==> src/rtl/apb_regfile_ws.sv <==
// APB4 completer register file: fixed wait-state insertion, byte strobes,
// read-only status slots sourced from hw_status, and access-phase protocol checks.
module apb_regfile_ws #(
   parameter int                  DATA_WIDTH  = 32,
   parameter int                  ADDR_WIDTH  = 8,
   parameter int                  NUM_REGS    = 16,
   parameter int                  WAIT_STATES = 0,
   parameter logic [NUM_REGS-1:0] RO_MASK     = '0
) (
   input  logic                           pclk,
   input  logic                           presetn,
   input  logic                           psel,
   input  logic                           penable,
   input  logic                           pwrite,
   input  logic [ADDR_WIDTH-1:0]          paddr,
   input  logic [DATA_WIDTH-1:0]          pwdata,
   input  logic [DATA_WIDTH/8-1:0]        pstrb,
   output logic [DATA_WIDTH-1:0]          prdata,
   output logic                           pready,
   output logic                           pslverr,
   input  logic [NUM_REGS*DATA_WIDTH-1:0] hw_status,
   output logic [NUM_REGS*DATA_WIDTH-1:0] reg_q
);

   localparam int                    ALIGN     = $clog2(DATA_WIDTH/8);
   localparam int                    STRB_W    = DATA_WIDTH/8;
   localparam logic [ADDR_WIDTH-1:0] OFFS_MASK = ADDR_WIDTH'((1 << ALIGN) - 1);
   localparam logic [ADDR_WIDTH:0]   NREG_L    = (ADDR_WIDTH+1)'(NUM_REGS);
   localparam logic [3:0]            WS_L      = 4'(WAIT_STATES);

   typedef enum logic [0:0] {
      ST_IDLE   = 1'b0,
      ST_ACCESS = 1'b1
   } state_t;

   state_t                  state_r;
   state_t                  state_nxt_s;
   logic [3:0]              wcnt_r;
   logic [3:0]              wcnt_nxt_s;
   logic                    err_r;
   logic                    err_nxt_s;
   logic                    mism_r;
   logic                    mism_nxt_s;
   logic                    mism_now_s;
   logic                    capture_s;
   logic                    complete_s;
   logic [ADDR_WIDTH-1:0]   addr_r;
   logic                    write_r;
   logic [DATA_WIDTH-1:0]   wdata_r;
   logic [STRB_W-1:0]       strb_r;
   logic [ADDR_WIDTH-1:0]   acc_idx_s;
   logic                    pready_s;
   logic                    ok_s;
   logic                    wr_en_s;
   logic [DATA_WIDTH-1:0]   rd_mux_s;
   logic [DATA_WIDTH-1:0]   regs_r [NUM_REGS];

   function automatic logic [ADDR_WIDTH-1:0] reg_index(input logic [ADDR_WIDTH-1:0] a);
      return a >> ALIGN;
   endfunction

   // Misaligned, out-of-range, or write to a read-only slot.
   function automatic logic setup_err(input logic [ADDR_WIDTH-1:0] a, input logic wr);
      logic [ADDR_WIDTH-1:0] idx;
      logic                  e;
      idx = reg_index(a);
      e   = |(a & OFFS_MASK);
      if ({1'b0, idx} >= NREG_L) begin
         e = 1'b1;
      end
      for (int i = 0; i < NUM_REGS; i++) begin
         if (wr && RO_MASK[i] && (idx == ADDR_WIDTH'(i))) begin
            e = 1'b1;
         end
      end
      return e;
   endfunction

   assign acc_idx_s  = reg_index(addr_r);
   assign mism_now_s = mism_r | (paddr != addr_r) | (pwrite != write_r);
   assign pready_s   = (state_r == ST_ACCESS) && (wcnt_r == 4'd0);
   assign ok_s       = !err_r && !mism_now_s;
   assign wr_en_s    = complete_s && write_r && ok_s;

   // Next-state, wait counter and error bookkeeping for the transfer FSM
   always_comb begin
      state_nxt_s = state_r;
      wcnt_nxt_s  = wcnt_r;
      err_nxt_s   = err_r;
      mism_nxt_s  = mism_r;
      capture_s   = 1'b0;
      complete_s  = 1'b0;
      case (state_r)
         ST_IDLE: begin
            if (psel) begin
               state_nxt_s = ST_ACCESS;
               capture_s   = 1'b1;
               mism_nxt_s  = 1'b0;
               if (penable) begin
                  // access phase with no preceding setup cycle
                  wcnt_nxt_s = 4'd0;
                  err_nxt_s  = 1'b1;
               end else begin
                  wcnt_nxt_s = WS_L;
                  err_nxt_s  = setup_err(paddr, pwrite);
               end
            end else begin
               state_nxt_s = ST_IDLE;
            end
         end
         ST_ACCESS: begin
            if (psel && penable) begin
               mism_nxt_s = mism_now_s;
               if (wcnt_r == 4'd0) begin
                  state_nxt_s = ST_IDLE;
                  complete_s  = 1'b1;
               end else begin
                  wcnt_nxt_s = wcnt_r - 4'd1;
               end
            end else begin
               state_nxt_s = ST_IDLE;
               wcnt_nxt_s  = 4'd0;
            end
         end
         default: begin
            state_nxt_s = ST_IDLE;
            wcnt_nxt_s  = 4'd0;
         end
      endcase
   end

   // FSM state, counter and latched transfer fields
   always_ff @(posedge pclk) begin
      if (!presetn) begin
         state_r <= ST_IDLE;
         wcnt_r  <= 4'd0;
         err_r   <= 1'b0;
         mism_r  <= 1'b0;
         addr_r  <= '0;
         write_r <= 1'b0;
         wdata_r <= '0;
         strb_r  <= '0;
      end else begin
         state_r <= state_nxt_s;
         wcnt_r  <= wcnt_nxt_s;
         err_r   <= err_nxt_s;
         mism_r  <= mism_nxt_s;
         if (capture_s) begin
            addr_r  <= paddr;
            write_r <= pwrite;
            wdata_r <= pwdata;
            strb_r  <= pstrb;
         end
      end
   end

   // Register file: lane-wise update on an error-free write completion
   always_ff @(posedge pclk) begin
      if (!presetn) begin
         for (int i = 0; i < NUM_REGS; i++) begin
            regs_r[i] <= '0;
         end
      end else if (wr_en_s) begin
         for (int i = 0; i < NUM_REGS; i++) begin
            for (int b = 0; b < STRB_W; b++) begin
               if (!RO_MASK[i] && (acc_idx_s == ADDR_WIDTH'(i)) && strb_r[b]) begin
                  regs_r[i][b*8 +: 8] <= wdata_r[b*8 +: 8];
               end
            end
         end
      end
   end

   // Read mux over the latched index; RO slots return the live status input
   always_comb begin
      rd_mux_s = '0;
      for (int i = 0; i < NUM_REGS; i++) begin
         rd_mux_s = rd_mux_s |
                    ({DATA_WIDTH{acc_idx_s == ADDR_WIDTH'(i)}} &
                     (RO_MASK[i] ? hw_status[i*DATA_WIDTH +: DATA_WIDTH] : regs_r[i]));
      end
   end

   assign pready  = pready_s;
   assign pslverr = pready_s && !ok_s;
   assign prdata  = (pready_s && !write_r && ok_s) ? rd_mux_s : '0;

   for (genvar g = 0; g < NUM_REGS; g++) begin : g_reg_q
      assign reg_q[g*DATA_WIDTH +: DATA_WIDTH] = RO_MASK[g] ? '0 : regs_r[g];
   end

endmodule
==> config.mk <==
export PLATFORM = sky130hd
export DESIGN_NAME = apb_regfile_ws
export DESIGN_NICKNAME = d
export VERILOG_FILES = /design/src/rtl/apb_regfile_ws.sv
export SDC_FILE = /design/constraint.sdc
export NUM_CORES = 1
export LEC_CHECK = 0
export ABC_AREA = 1
export BUFFER_PORTS_ARGS = -buffer_cell sky130_fd_sc_hd__buf_2
export CORE_AREA = 2 2 432 434
export CTS_CLUSTER_DIAMETER = 30
export DETAILED_ROUTE_END_ITERATION = 7
export DIE_AREA = 0 0 434 436
export SYNTH_ARGS = -nofsm -noshare
export SYNTH_HDL_FRONTEND = slang
export SYNTH_SLANG_ARGS = --single-unit
==> constraint.sdc <==
create_clock -name pclk -period 2.95 [get_ports pclk]
set_clock_uncertainty 0.15 [all_clocks]
set_input_delay 0.295 -clock pclk [delete_from_list [all_inputs] [get_ports pclk]]
set_output_delay 0.295 -clock pclk [all_outputs]
set_load 0.02 [all_outputs]
==> impl_metrics.py <==
metrics = {
    "synth": {
        "netlist_top_cells_count": "665 x nor2_1, 583 x nand2_1, 512 x edfxtp_1, 340 x nand3_1, 108 x clkbuf_1",
        "ys_seq_area_share_pct": 64.5,
        "synth_top_family_by_area": "simple AND/OR/NAND/NOR gates",
        "yosys_warnings": 0,
        "async_reset_ff_share_pct": 0,
        "synthAdderAreaFrac_pct": 0.0492,
        "netlist_area_um2": 25400,
        "synth_compound_area_share_pct": 1.46,
        "synthMuxAreaShare_pct": 0,
        "synth_edf_count": 512,
        "synth.avg_cell_area_um2": 9.73,
        "netlist_top_cells_area": "edfxtp_1 60%, nor2_1 9.8%, nand2_1 8.6%, nand3_1 6.7%, dfxtp_1 4.1%",
        "ys_ff_latch": 564,
        "yosysUniqueCellTypes": 30,
        "synthSimpleGateAreaFrac_pct": 29.8,
        "syn_nets": 3177,
        "synthFlopType": "edfxtp_1",
        "yosys.area.top_type_share_pct": 60.4,
        "yosysMostFrequentCell": "nor2_1",
        "netlist_instances": 2615,
        "synth_xor_area_share_pct": 0.0689,
        "yosys.area.top_type": "edfxtp_1",
    },
    "routing": {
        "ant_nets": 0,
        "detail_route.vias_per_cell": 4.22,
        "wire_per_inst_um": 31.6,
        "drc": 0,
        "drtIter0Drc": 3398,
        "dr.pass1.iters": 5,
        "vias": 26555,
        "wl_um": 199000,
    },
    "floorplanning": {
        "core-area_um2": 185000,
        "fp.dieW_um": 434,
        "io_pins": 1107,
        "die_height_um": 436,
        "rows": 158,
        "die_area_um2": 189000,
        "initial_utilization_pct": 13.8,
    },
    "min_path": {
        "hold_path_class": "in -> reg",
        "hold_path_depth": 4,
        "hold_end": "wdata_r[21]",
        "hold_start": "pwdata[21]",
    },
    "grt": {
        "overflow": 0,
        "grt_max_degree": 60,
        "antenna_found_initial": 26,
        "grt_usage_pct": 20.1,
        "grt_first_pass_wirelength_um": 248000,
        "grt_pass1_vias": 24789,
    },
    "sta": {
        "setup_viol_count_final": 32,
        "fmax_mhz": 310,
        "slew-limit-headroom_pct": 56.3,
        "whs_ns": 0.247,
        "worst_slew_pin_slew_ns": 0.656,
        "drv_slew": 0,
        "fin_crit_ns": 3.23,
        "rsz0062_at_grt": "yes",
        "hold_viol": 0,
        "setup_slack_ns": -0.280,
        "fin_crit_sh_pct": 109,
    },
    "pwr": {
        "internal_power_mw": 22.1,
        "power_frac_comb_pct": 12.0,
        "leakagePower_nw": 18.4,
        "p_clk_share_pct": 56.7,
        "power_density_nw_per_um2": 709,
        "p_switching_mw": 8.34,
        "p_total_mw": 30.4,
        "swShare_pct": 27.4,
        "ir_worst_vdd_mv": 0.425,
        "seqPwrFrac_pct": 31.3,
    },
    "clock_tree": {
        "cts_buffers": 158,
        "ctsLongestPathBuffers": 3,
        "clkTransAtPathRegs_ns": 0.04,
        "cts_tree": "built",
        "cts-root-buf": "clkbuf_16",
        "clock_sinks": 564,
        "clock_latency_ns": 0.76,
        "h-tree-depth": 4,
    },
    "worst_setup_path": {
        "cp_top_family": "simple AND/OR/NAND/NOR gates",
        "slowest_stage": "dfxtp_4",
        "rr_endpoint": "regs_r[0][186]",
        "slowest_delay_ns": 0.35,
        "r2r_slack_ns": 0.19,
        "worstSetupPathType": "reg -> out",
        "startpoint_type": "flip-flop",
        "crit_fanout": 7,
        "r2r_cells": 12,
        "end_kind": "output port",
        "cp.required_ns": 2.51,
        "crit_buf_inv": 3,
        "worstReg2RegStart": "addr_r[2]",
        "worst_ep_arrival_time_ns": 2.78,
        "cp_cell_sequence": "nor2_4 -> nand2_2 -> buf_6 -> nor2_2 -> buf_6 -> nand2_1 -> nand2_1 -> nor2_1 -> nand2_2 -> nor2_4 -> nor2_1 -> buf_4",
    },
    "placed_design": {
        "port_buffers": 594,
        "dp_hpwl_um": 155000,
        "gp_congestion": 0.962,
    },
    "flow_run": {
        "maxCapViolCount": 0,
    },
    "cells_and_area": {
        "utilization_pct": 23.2,
        "layout-drive-gt1-share_pct": 38.7,
        "fillCellCount": 20082,
        "fin_nets": 4238,
        "area_delta_synth_final_pct": 68.6,
    },
    "outcome": {
        "status": "finished with violations",
        "violations": "setup timing",
    },
}
-- how the worst max path moves through the flow --
| stage | from | end | slack [ns] | cells past startpoint |
|---|---|---|---|---|
| 3_3_place_gp | addr_r[2] | regs_r[0][16] | -0.14 | 9 |
| 4_1_cts | addr_r[6] | prdata[10] | -0.31 | 14 |
| 2_1_floorplan | wcnt_r[0] | prdata[0] | 0.67 | 9 |
| 3_5_place_dp | addr_r[2] | regs_r[0][17] | -0.16 | 9 |
| 5_1_grt | addr_r[7] | prdata[30] | -0.37 | 14 |
| 6_report | addr_r[7] | prdata[3] | -0.28 | 12 |
-- logic make-up (layout without fill, tap and decap cells) --
logic type / after synthesis / after routing
other cells: 0 / 9
xor+xnor: 2 / 2
simple gates: 1718 / 1718
fa+ha+maj: 1 / 1
flops: 564 / 564
compound gates: 73 / 73
buf+inv: 257 / 1449
-- cell type report --
type / count / area [um2] / share of cell area [%]
diodes: 9 / 22.5 / 0.0525
clock buffers: 206 / 4300 / 10.0
inverters: 78 / 302 / 0.703
well taps: 2480 / 3100 / 7.23
flip-flops and latches: 564 / 16400 / 38.3
multi-input cells: 1794 / 8900 / 20.8
clock inverters: 85 / 1100 / 2.57
repair buffers: 1080 / 8720 / 20.3
-- power by group through the flow --
stage                     Sequential (mW)  Combinational [mW]  Clock, mW
after floorplan                      9.83               0.835          0
after detailed placement             9.61                2.97          0
final                                9.51                3.65       17.2
after global routing                 9.53                3.77       17.8
after global placement               9.60                2.97          0
after CTS                            9.49                3.41       17.3
-- metal layers --
metal | track usage [%] | vias to the layer above | part of all wire, %
met5 | 0 | - | 0.026
met4 | 9.58 | 8 | 5.3
met3 | 8.11 | 290 | 13
met2 | 27.3 | 1686 | 39
met1 | 27.2 | 13466 | 43
li1 | - | 11105 | -
-- state kept, by name, summed over array words and instances (netlist names) --
signal   count
addr_r       8
err_r        1
mism_r       1
regs_r     512
state_r      1
strb_r       4
wcnt_r       4
wdata_r     32
write_r      1
-- cell usage in the layout, fill, tap and decap left out, drive strengths merged --
cell         synthesis  layout
nor3                 2       2
o22ai                1       1
clkinv               5      62
and2                 1       1
a21oi               20      20
dlygate4sd3          0      88
clkbuf             109     219
bufinv               0      18
xor2                 2       2
a31oi                1       1
diode                0       9
bufbuf               0       2
nor2               675     675
buf                 70     977
o21a                 1       1
inv                 73      75
o21ai               50      50
edfxtp             512     512
nor4                 1       1
or2                  1       1
ha                   1       1
nand3              340     340
clkinvlp             0       8
dfxtp               52      52
nand2              583     583
nand4              115     115
-- through the flow --
| step | instance area [um2] | std cells | setup WS, ns | setup TNS [ns] |
|---|---|---|---|---|
| final | 42900 | 6296 | -0.280 | -5.92 |
| after floorplan | 25400 | 2615 | 0.671 | 0 |
| after global routing | 42900 | 6292 | -0.374 | -9.57 |
| after CTS | 41800 | 6257 | -0.312 | -7.81 |
| after detailed placement | 34000 | 5822 | -0.157 | -2.39 |
| after global placement | 34000 | 5822 | -0.135 | -1.56 |
-- worst reg2reg max path: stages, from the launching register on --
cell     delay, ns
dfxtp_4       0.42
inv_6         0.06
buf_4         0.13
nand2_1       0.05
nand2_1       0.05
nor2_1        0.09
nand3_1       0.11
nor2_4        0.13
buf_4         0.15
buf_12        0.25
buf_4         0.34
nand4_4       0.11
nand2_1       0.35
-- timing repair --
item	CTS	global route
hold buffers	88	0
setup buffers	47	24
pin swaps	34	63
setup endpoints to repair	75	32
gates cloned	12	14
gates resized for setup	230	162
endpoints found under the hold margin	51	0
No activity file was read; power rests on OpenSTA's default activity.
